**config.mk**
```make
export PLATFORM = sky130hd
export DESIGN_NAME = data_mem_ctrl_flat
export DESIGN_NICKNAME = d
export VERILOG_FILES = /design/src/rtl/data_mem_pkg.sv /design/src/rtl/data_mem_if.sv /design/src/rtl/data_mem_rsp_pipe.sv /design/src/rtl/data_mem_ctrl.sv /design/src/flat_wrapper.sv
export SDC_FILE = /design/constraint.sdc
export NUM_CORES = 1
export LEC_CHECK = 0
export ABC_AREA = 1
export BUFFER_PORTS_ARGS = -buffer_cell sky130_fd_sc_hd__buf_2
export CAP_MARGIN = 20
export CORE_MARGIN = 3
export CORE_UTILIZATION = 50
export DETAILED_ROUTE_END_ITERATION = 12
export PLACE_DENSITY = 0.67
export SKIP_LAST_GASP = 1
export SYNTH_ARGS = -nofsm -noshare
export SYNTH_HDL_FRONTEND = slang
export SYNTH_SLANG_ARGS = --single-unit
```
**constraint.sdc**
```tcl
create_clock -name clk -period 5.8 [get_ports clk]
set_clock_uncertainty 0.05 [all_clocks]
set_input_delay 0.87 -clock clk [delete_from_list [all_inputs] [get_ports clk]]
set_output_delay 0.87 -clock clk [all_outputs]
set_load 0.01 [all_outputs]
```
**src/rtl/data_mem_pkg.sv**
```systemverilog
// data_mem_pkg: shared FSM state, read-latency limits and parameter legality check for data_mem_ctrl
package data_mem_pkg;
  typedef enum logic {CLEAR, RUN} state_t;
  localparam int RD_LAT_MIN = 1;
  localparam int RD_LAT_MAX = 3;
  typedef struct packed {
    logic valid;
    logic err;
  } rsp_flags_t;
  function automatic bit params_ok(int data_w, int addr_w, int depth, int byte_w, int rd_lat);
    return byte_w > 0 && data_w > 0 && (data_w % byte_w) == 0 &&
           depth >= 2 && depth <= 65536 && (depth & (depth - 1)) == 0 &&
           longint'(depth) <= (longint'(1) << addr_w) &&
           rd_lat >= RD_LAT_MIN && rd_lat <= RD_LAT_MAX;
  endfunction
endpackage

```
**src/rtl/data_mem_if.sv**
```systemverilog
// data_mem_if: request/response bus of the data memory
// master drives req_valid/we/be/addr/wdata and receives req_ready and rsp_valid/err/rdata;
// slave is the memory side
interface data_mem_if #(
  parameter int DATA_W = 16,
  parameter int ADDR_W = 16,
  parameter int BYTE_W = 8
);
  localparam int NBE = DATA_W / BYTE_W;
  logic              req_valid;
  logic              req_ready;
  logic              req_we;
  logic [NBE-1:0]    req_be;
  logic [ADDR_W-1:0] req_addr;
  logic [DATA_W-1:0] req_wdata;
  logic              rsp_valid;
  logic              rsp_err;
  logic [DATA_W-1:0] rsp_rdata;
  modport master (
    output req_valid, req_we, req_be, req_addr, req_wdata,
    input  req_ready, rsp_valid, rsp_err, rsp_rdata
  );
  modport slave (
    input  req_valid, req_we, req_be, req_addr, req_wdata,
    output req_ready, rsp_valid, rsp_err, rsp_rdata
  );
endinterface

```
**src/rtl/data_mem_rsp_pipe.sv**
```systemverilog
// data_mem_rsp_pipe: RD_LAT-stage response shift register, cleared by async reset
// Ports: clk, rst_n (async active-low), i_d (response word entering), o_q (response word leaving)
module data_mem_rsp_pipe #(
  parameter int W      = 18,
  parameter int RD_LAT = 1
) (
  input  logic         clk,
  input  logic         rst_n,
  input  logic [W-1:0] i_d,
  output logic [W-1:0] o_q
);
  logic [W-1:0] r_pipe [RD_LAT];
  always_ff @(posedge clk or negedge rst_n)
    if (!rst_n) begin
      for (int i = 0; i < RD_LAT; i++) r_pipe[i] <= '0;
    end else begin
      r_pipe[0] <= i_d;
      for (int i = 1; i < RD_LAT; i++) r_pipe[i] <= r_pipe[i-1];
    end
  assign o_q = r_pipe[RD_LAT-1];
endmodule

```
**src/rtl/data_mem_ctrl.sv**
```systemverilog
// data_mem_ctrl: word-addressed data memory with byte-lane writes, pipelined reads, range error and zero-fill sweep
// Ports: clk, rst_n (async active-low), clr_start (pulse: start zero-fill), busy (sweep running),
//        bus (slave side of data_mem_if: valid/ready request, in-order responses)
module data_mem_ctrl
  import data_mem_pkg::*;
#(
  parameter int DATA_W = 16,
  parameter int ADDR_W = 16,
  parameter int DEPTH  = 16,
  parameter int BYTE_W = 8,
  parameter int RD_LAT = 1
) (
  input  logic      clk,
  input  logic      rst_n,
  input  logic      clr_start,
  output logic      busy,
  data_mem_if.slave bus
);
  localparam int NBE = DATA_W / BYTE_W;
  localparam int IDX_W = $clog2(DEPTH);
  // Range compare is one bit wider than the address so DEPTH == 2**ADDR_W does not wrap
  localparam logic [ADDR_W:0] DEPTH_X = (ADDR_W + 1)'(DEPTH);
  typedef struct packed {
    rsp_flags_t        f;
    logic [DATA_W-1:0] rdata;
  } rsp_t;
  if (!params_ok(DATA_W, ADDR_W, DEPTH, BYTE_W, RD_LAT)) begin : g_bad_params
    $error("data_mem_ctrl: illegal parameter combination");
  end
  state_t            r_state, w_next;
  logic [IDX_W-1:0]  r_clr_ptr;
  logic [DATA_W-1:0] r_mem [DEPTH];
  logic              w_acc, w_err, w_wr, w_rd;
  logic [IDX_W-1:0]  w_idx;
  logic [DATA_W-1:0] w_merge;
  rsp_t              w_rsp_in, w_rsp_out;
  assign busy          = r_state == CLEAR;
  assign bus.req_ready = r_state == RUN;
  assign w_acc = bus.req_valid & bus.req_ready;
  assign w_err = {1'b0, bus.req_addr} >= DEPTH_X;
  assign w_idx = bus.req_addr[IDX_W-1:0];
  assign w_wr  = w_acc & bus.req_we & ~w_err;
  assign w_rd  = w_acc & ~bus.req_we & ~w_err;
  always_comb begin
    w_next = r_state;
    w_next = (r_state == CLEAR) ? ((r_clr_ptr == IDX_W'(DEPTH - 1)) ? RUN : CLEAR)
                                : (clr_start ? CLEAR : RUN);
  end
  always_ff @(posedge clk or negedge rst_n)
    if (!rst_n) begin
      r_state   <= CLEAR;
      r_clr_ptr <= '0;
    end else begin
      r_state   <= w_next;
      r_clr_ptr <= busy ? r_clr_ptr + IDX_W'(1) : '0;
    end
  always_comb begin
    w_merge = r_mem[w_idx];
    for (int i = 0; i < NBE; i++)
      if (bus.req_be[i]) w_merge[i*BYTE_W +: BYTE_W] = bus.req_wdata[i*BYTE_W +: BYTE_W];
  end
  // The array has no reset: only the sweep clears it
  always_ff @(posedge clk)
    if (busy) r_mem[r_clr_ptr] <= '0;
    else if (w_wr) r_mem[w_idx] <= w_merge;
  always_comb begin
    w_rsp_in         = '0;
    w_rsp_in.f.valid = w_acc;
    w_rsp_in.f.err   = w_acc & w_err;
    w_rsp_in.rdata   = w_rd ? r_mem[w_idx] : '0;
  end
  data_mem_rsp_pipe #(.W($bits(rsp_t)), .RD_LAT(RD_LAT)) u_rsp_pipe (
    .clk  (clk),
    .rst_n(rst_n),
    .i_d  (w_rsp_in),
    .o_q  (w_rsp_out)
  );
  assign bus.rsp_valid = w_rsp_out.f.valid;
  assign bus.rsp_err   = w_rsp_out.f.err;
  assign bus.rsp_rdata = w_rsp_out.rdata;
endmodule
```
**src/flat_wrapper.sv**
```systemverilog
// flat-port wrapper written by rule: the top's interface ports become plain ports
module data_mem_ctrl_flat import data_mem_pkg::*;
#(
  parameter int DATA_W = 16,
  parameter int ADDR_W = 16,
  parameter int DEPTH  = 16,
  parameter int BYTE_W = 8,
  parameter int RD_LAT = 1
)
  (clk, rst_n, clr_start, busy, bus_req_valid, bus_req_we, bus_req_be, bus_req_addr, bus_req_wdata, bus_req_ready, bus_rsp_valid, bus_rsp_err, bus_rsp_rdata);
  data_mem_if #(.DATA_W(DATA_W), .ADDR_W(ADDR_W), .BYTE_W(BYTE_W)) bus_i ();
  input  logic clk;
  input  logic rst_n;
  input  logic clr_start;
  output logic busy;
  input wire logic [$bits(bus_i.req_valid)-1:0] bus_req_valid;
  input wire logic [$bits(bus_i.req_we)-1:0] bus_req_we;
  input wire logic [$bits(bus_i.req_be)-1:0] bus_req_be;
  input wire logic [$bits(bus_i.req_addr)-1:0] bus_req_addr;
  input wire logic [$bits(bus_i.req_wdata)-1:0] bus_req_wdata;
  output wire logic [$bits(bus_i.req_ready)-1:0] bus_req_ready;
  output wire logic [$bits(bus_i.rsp_valid)-1:0] bus_rsp_valid;
  output wire logic [$bits(bus_i.rsp_err)-1:0] bus_rsp_err;
  output wire logic [$bits(bus_i.rsp_rdata)-1:0] bus_rsp_rdata;
  assign bus_i.req_valid = bus_req_valid;
  assign bus_i.req_we = bus_req_we;
  assign bus_i.req_be = bus_req_be;
  assign bus_i.req_addr = bus_req_addr;
  assign bus_i.req_wdata = bus_req_wdata;
  assign bus_req_ready = bus_i.req_ready;
  assign bus_rsp_valid = bus_i.rsp_valid;
  assign bus_rsp_err = bus_i.rsp_err;
  assign bus_rsp_rdata = bus_i.rsp_rdata;
  data_mem_ctrl #(.DATA_W(DATA_W), .ADDR_W(ADDR_W), .DEPTH(DEPTH), .BYTE_W(BYTE_W), .RD_LAT(RD_LAT)) u_core (.clk(clk), .rst_n(rst_n), .clr_start(clr_start), .busy(busy), .bus(bus_i));
endmodule
```
==> results.toml <==
[global_route]
grt_pass1_vias = 7110
grt_max_degree = 77
grt_pass1_wl_um = 41500
track_usage_pct = 21.9
grt_overflow = 0
grt_antenna_before_repair = 0

[timing]
slew_headroom_pct = 27.1
finalSetupViolations = 0
post-route-period-util_pct = 59.7
worst_slack_ns = 2.34
rsz0062_at_grt = "no"
worstMarginPinSlew_ns = 1.09
totalNegativeSetupSlack_ns = 0
slew_violations = 0
max_freq_mhz = 289
period_minus_slack_ns = 3.46
hold_violations = 0

[worst_setup_path]
ff2ff_path_depth = 6
timing.rr.start = "u_core.bus.req_ready$_DFF_PN0_"
timing.rr.end = "u_core.r_mem[14][0]$_DFFE_PP_"
cp_max_fo = 48
start_kind = "primary input"
end_kind = "register"
cp.arrival_ns = 3.59
r2r_slack_ns = 3.08
crit_type = "primary input to register"
cp.required_ns = 5.93

[floorplan]
die-area_um2 = 24800
dieWidth_um = 157
core_area_um2 = 22200
die_h_um = 157
core.rowCount = 54
initial_core_util_pct = 51.7
io_pins = 59

[finish]
drive_gt1_share_pct = 14.5
antenna_cells = 0
finish.net_count = 1067
fin_cells = 1328
areaGrowthSynthToFinish_pct = 12.0
fin_area_um2 = 12800
fill_cells = 1792

[routing]
viasPerCell = 5.64
drc = 0
drtIter0Drc = 1010
drtPass1Iterations = 7
via_count = 7487
postRouteAntennaNets = 0
drt_wl_total_um = 26900
wl_per_cell_um = 20.3

[synth]
ys_top_cells_by_count = "nand2_1 (294), edfxtp_1 (256), nand3_1 (227)"
synth_area_leaders = "edfxtp_1 (67%), nand3_1 (9.9%), nand2_1 (9.6%), dfrtp_1 (5.0%), buf_2 (1.5%)"
synth_edf_count = 256
async_reset_ff_share_pct = 8.24
yosysMostFrequentCell = "nand2_1"
yosysSeqAreaShare_pct = 72.1
ys_warn_count = 0
synth_area_um2 = 11500
synth_top_area_share_pct = 67.1
ys_seq_elements = 279
synth_ff_type = "edfxtp_1"
synth_area_leader_cell = "edfxtp_1"
synthCells = 980
synth_nets = 1020
avgSynthCellArea_um2 = 11.7
yosysUniqueCellTypes = 29

[placed_design]
port_buffers = 58
gp_congestion = 0.821
dpl_cell_area_um2 = 12000
dp_hpwl_um = 16400
dpl_worst_slack_ns = 1.67
placed_cells = 1273

[clock_network]
cts_buffers = 28
clock_latency_ns = 0.55
cts-root-buf = "clkbuf_16"
clk_path_buf_depth = 3
cts_resized = 0
clkTransAtPathRegs_ns = 0.06
cts_setup_buffers = 0
cts_tree = "built"
cts.sinks = 279
h-tree-depth = 1
hold_buffers = 0

[outcome]
status = "completed"

[power]
ir_drop_mv = 0.254
leakage_nw = 4.94
p_per_area_nw_per_um2 = 386
totalPowerFinal_w = 0.00495

[min_path]
hold_path.class = "primary input to async pin"

[job]
maxCapViolCount = 0
-- kinds of logic after synthesis --
family,share of synthesized area (%)
and+or+nand+nor,22.5
DFF,72.1
buffers and inverters,3.35
AOI/OAI and AO/OA,1.90
adders and majority gates,0.109
-- worst max path at each step --
stage,end,start,slack [ns],depth (start not counted)
3_3_place_gp,u_core.r_mem[5][2]$_DFFE_PP_,bus_req_addr[1],1.84,8
4_1_cts,u_core.r_mem[11][15]$_DFFE_PP_,bus_req_addr[1],2.22,8
3_5_place_dp,u_core.r_mem[4][15]$_DFFE_PP_,bus_req_addr[1],1.67,8
5_1_grt,u_core.r_mem[9][9]$_DFFE_PP_,bus_req_addr[1],2.12,8
6_report,u_core.r_mem[14][0]$_DFFE_PP_,bus_req_addr[1],2.34,8
2_1_floorplan,u_core.r_mem[13][0]$_DFFE_PP_,bus_req_addr[9],3.00,9
-- flip-flops by register name, indices dropped and copies added (netlist names) --
register / flops
u_core.bus.req_ready: 1
u_core.r_clr_ptr: 4
u_core.r_mem: 256
u_core.u_rsp_pipe.o_q: 18
-- through the flow --
stage	util [%]	hold WS (ns)
final	57.9	0.259
after global routing	57.9	0.282
after CTS	57.7	0.266
after detailed placement	53.9	0.427
after global placement	53.9	0.425
after floorplan	-	0.395
-- area by class of cell --
cell class                 count  area [um2]  share of cell area [%]
timing repair buffer          73         437                    3.40
clock inverter                13        98.8                   0.770
inverter                      25        95.1                   0.741
clock buffer                  38         738                    5.75
multi-input combinational    620        2850                    22.2
sequential                   279        8260                    64.4
tap                          280         350                    2.73
-- where the power goes --
| part | leakage (nW) | switching [W] | internal (W) |
|---|---|---|---|
| registers | 2.76 | 0.0000799 | 0.00253 |
| clock network | 0.407 | 0.000717 | 0.000936 |
| logic | 1.77 | 0.000528 | 0.000163 |
-- cells in the final DEF (no fill, tap or decap) --
cell type | synthesis | final
nand2_1 | 294 | 294
edfxtp_1 | 256 | 256
nand3_1 | 227 | 227
buf_2 | 34 | 57
clkbuf_16 | 0 | 28
nor2_1 | 39 | 23
dfrtp_1 | 23 | 23
inv_1 | 20 | 20
nor2_2 | 2 | 18
buf_4 | 6 | 12
a21oi_1 | 10 | 10
clkbuf_1 | 9 | 10
clkinv_1 | 1 | 8
o21ai_1 | 8 | 8
a21oi_2 | 8 | 8
o21ai_0 | 8 | 8
nand2_2 | 7 | 7
nand4_1 | 6 | 6
clkinv_2 | 0 | 4
inv_2 | 4 | 3
nand3_4 | 2 | 2
nor2_4 | 2 | 2
o21ai_2 | 2 | 2
buf_8 | 0 | 2
nor2_8 | 1 | 1
and2_1 | 1 | 1
nand4_2 | 1 | 1
nor3_1 | 1 | 1
ha_1 | 1 | 1
clkinv_8 | 0 | 1
inv_8 | 0 | 1
bufinv_16 | 0 | 1
buf_6 | 1 | 1
buf_12 | 0 | 1
-- worst max-delay path, cell delays in order --
cell and delay, ns:
buf_2 0.60, inv_2 0.33, buf_4 0.42, nand3_1 0.17, nand3_1 0.08, nand3_1 0.15
nand2_1 0.11, a21oi_1 0.83
-- layer usage --
layer  GRT usage, %  vias up  share of wire (%)
li1               -     3533                  -
met1           32.0     3604                 43
met2           34.0      310                 46
met3           4.34       40                8.2
met4           6.16        0                2.3
met5              0        -                  0
Note: power is estimated with default switching activity, not from simulation.
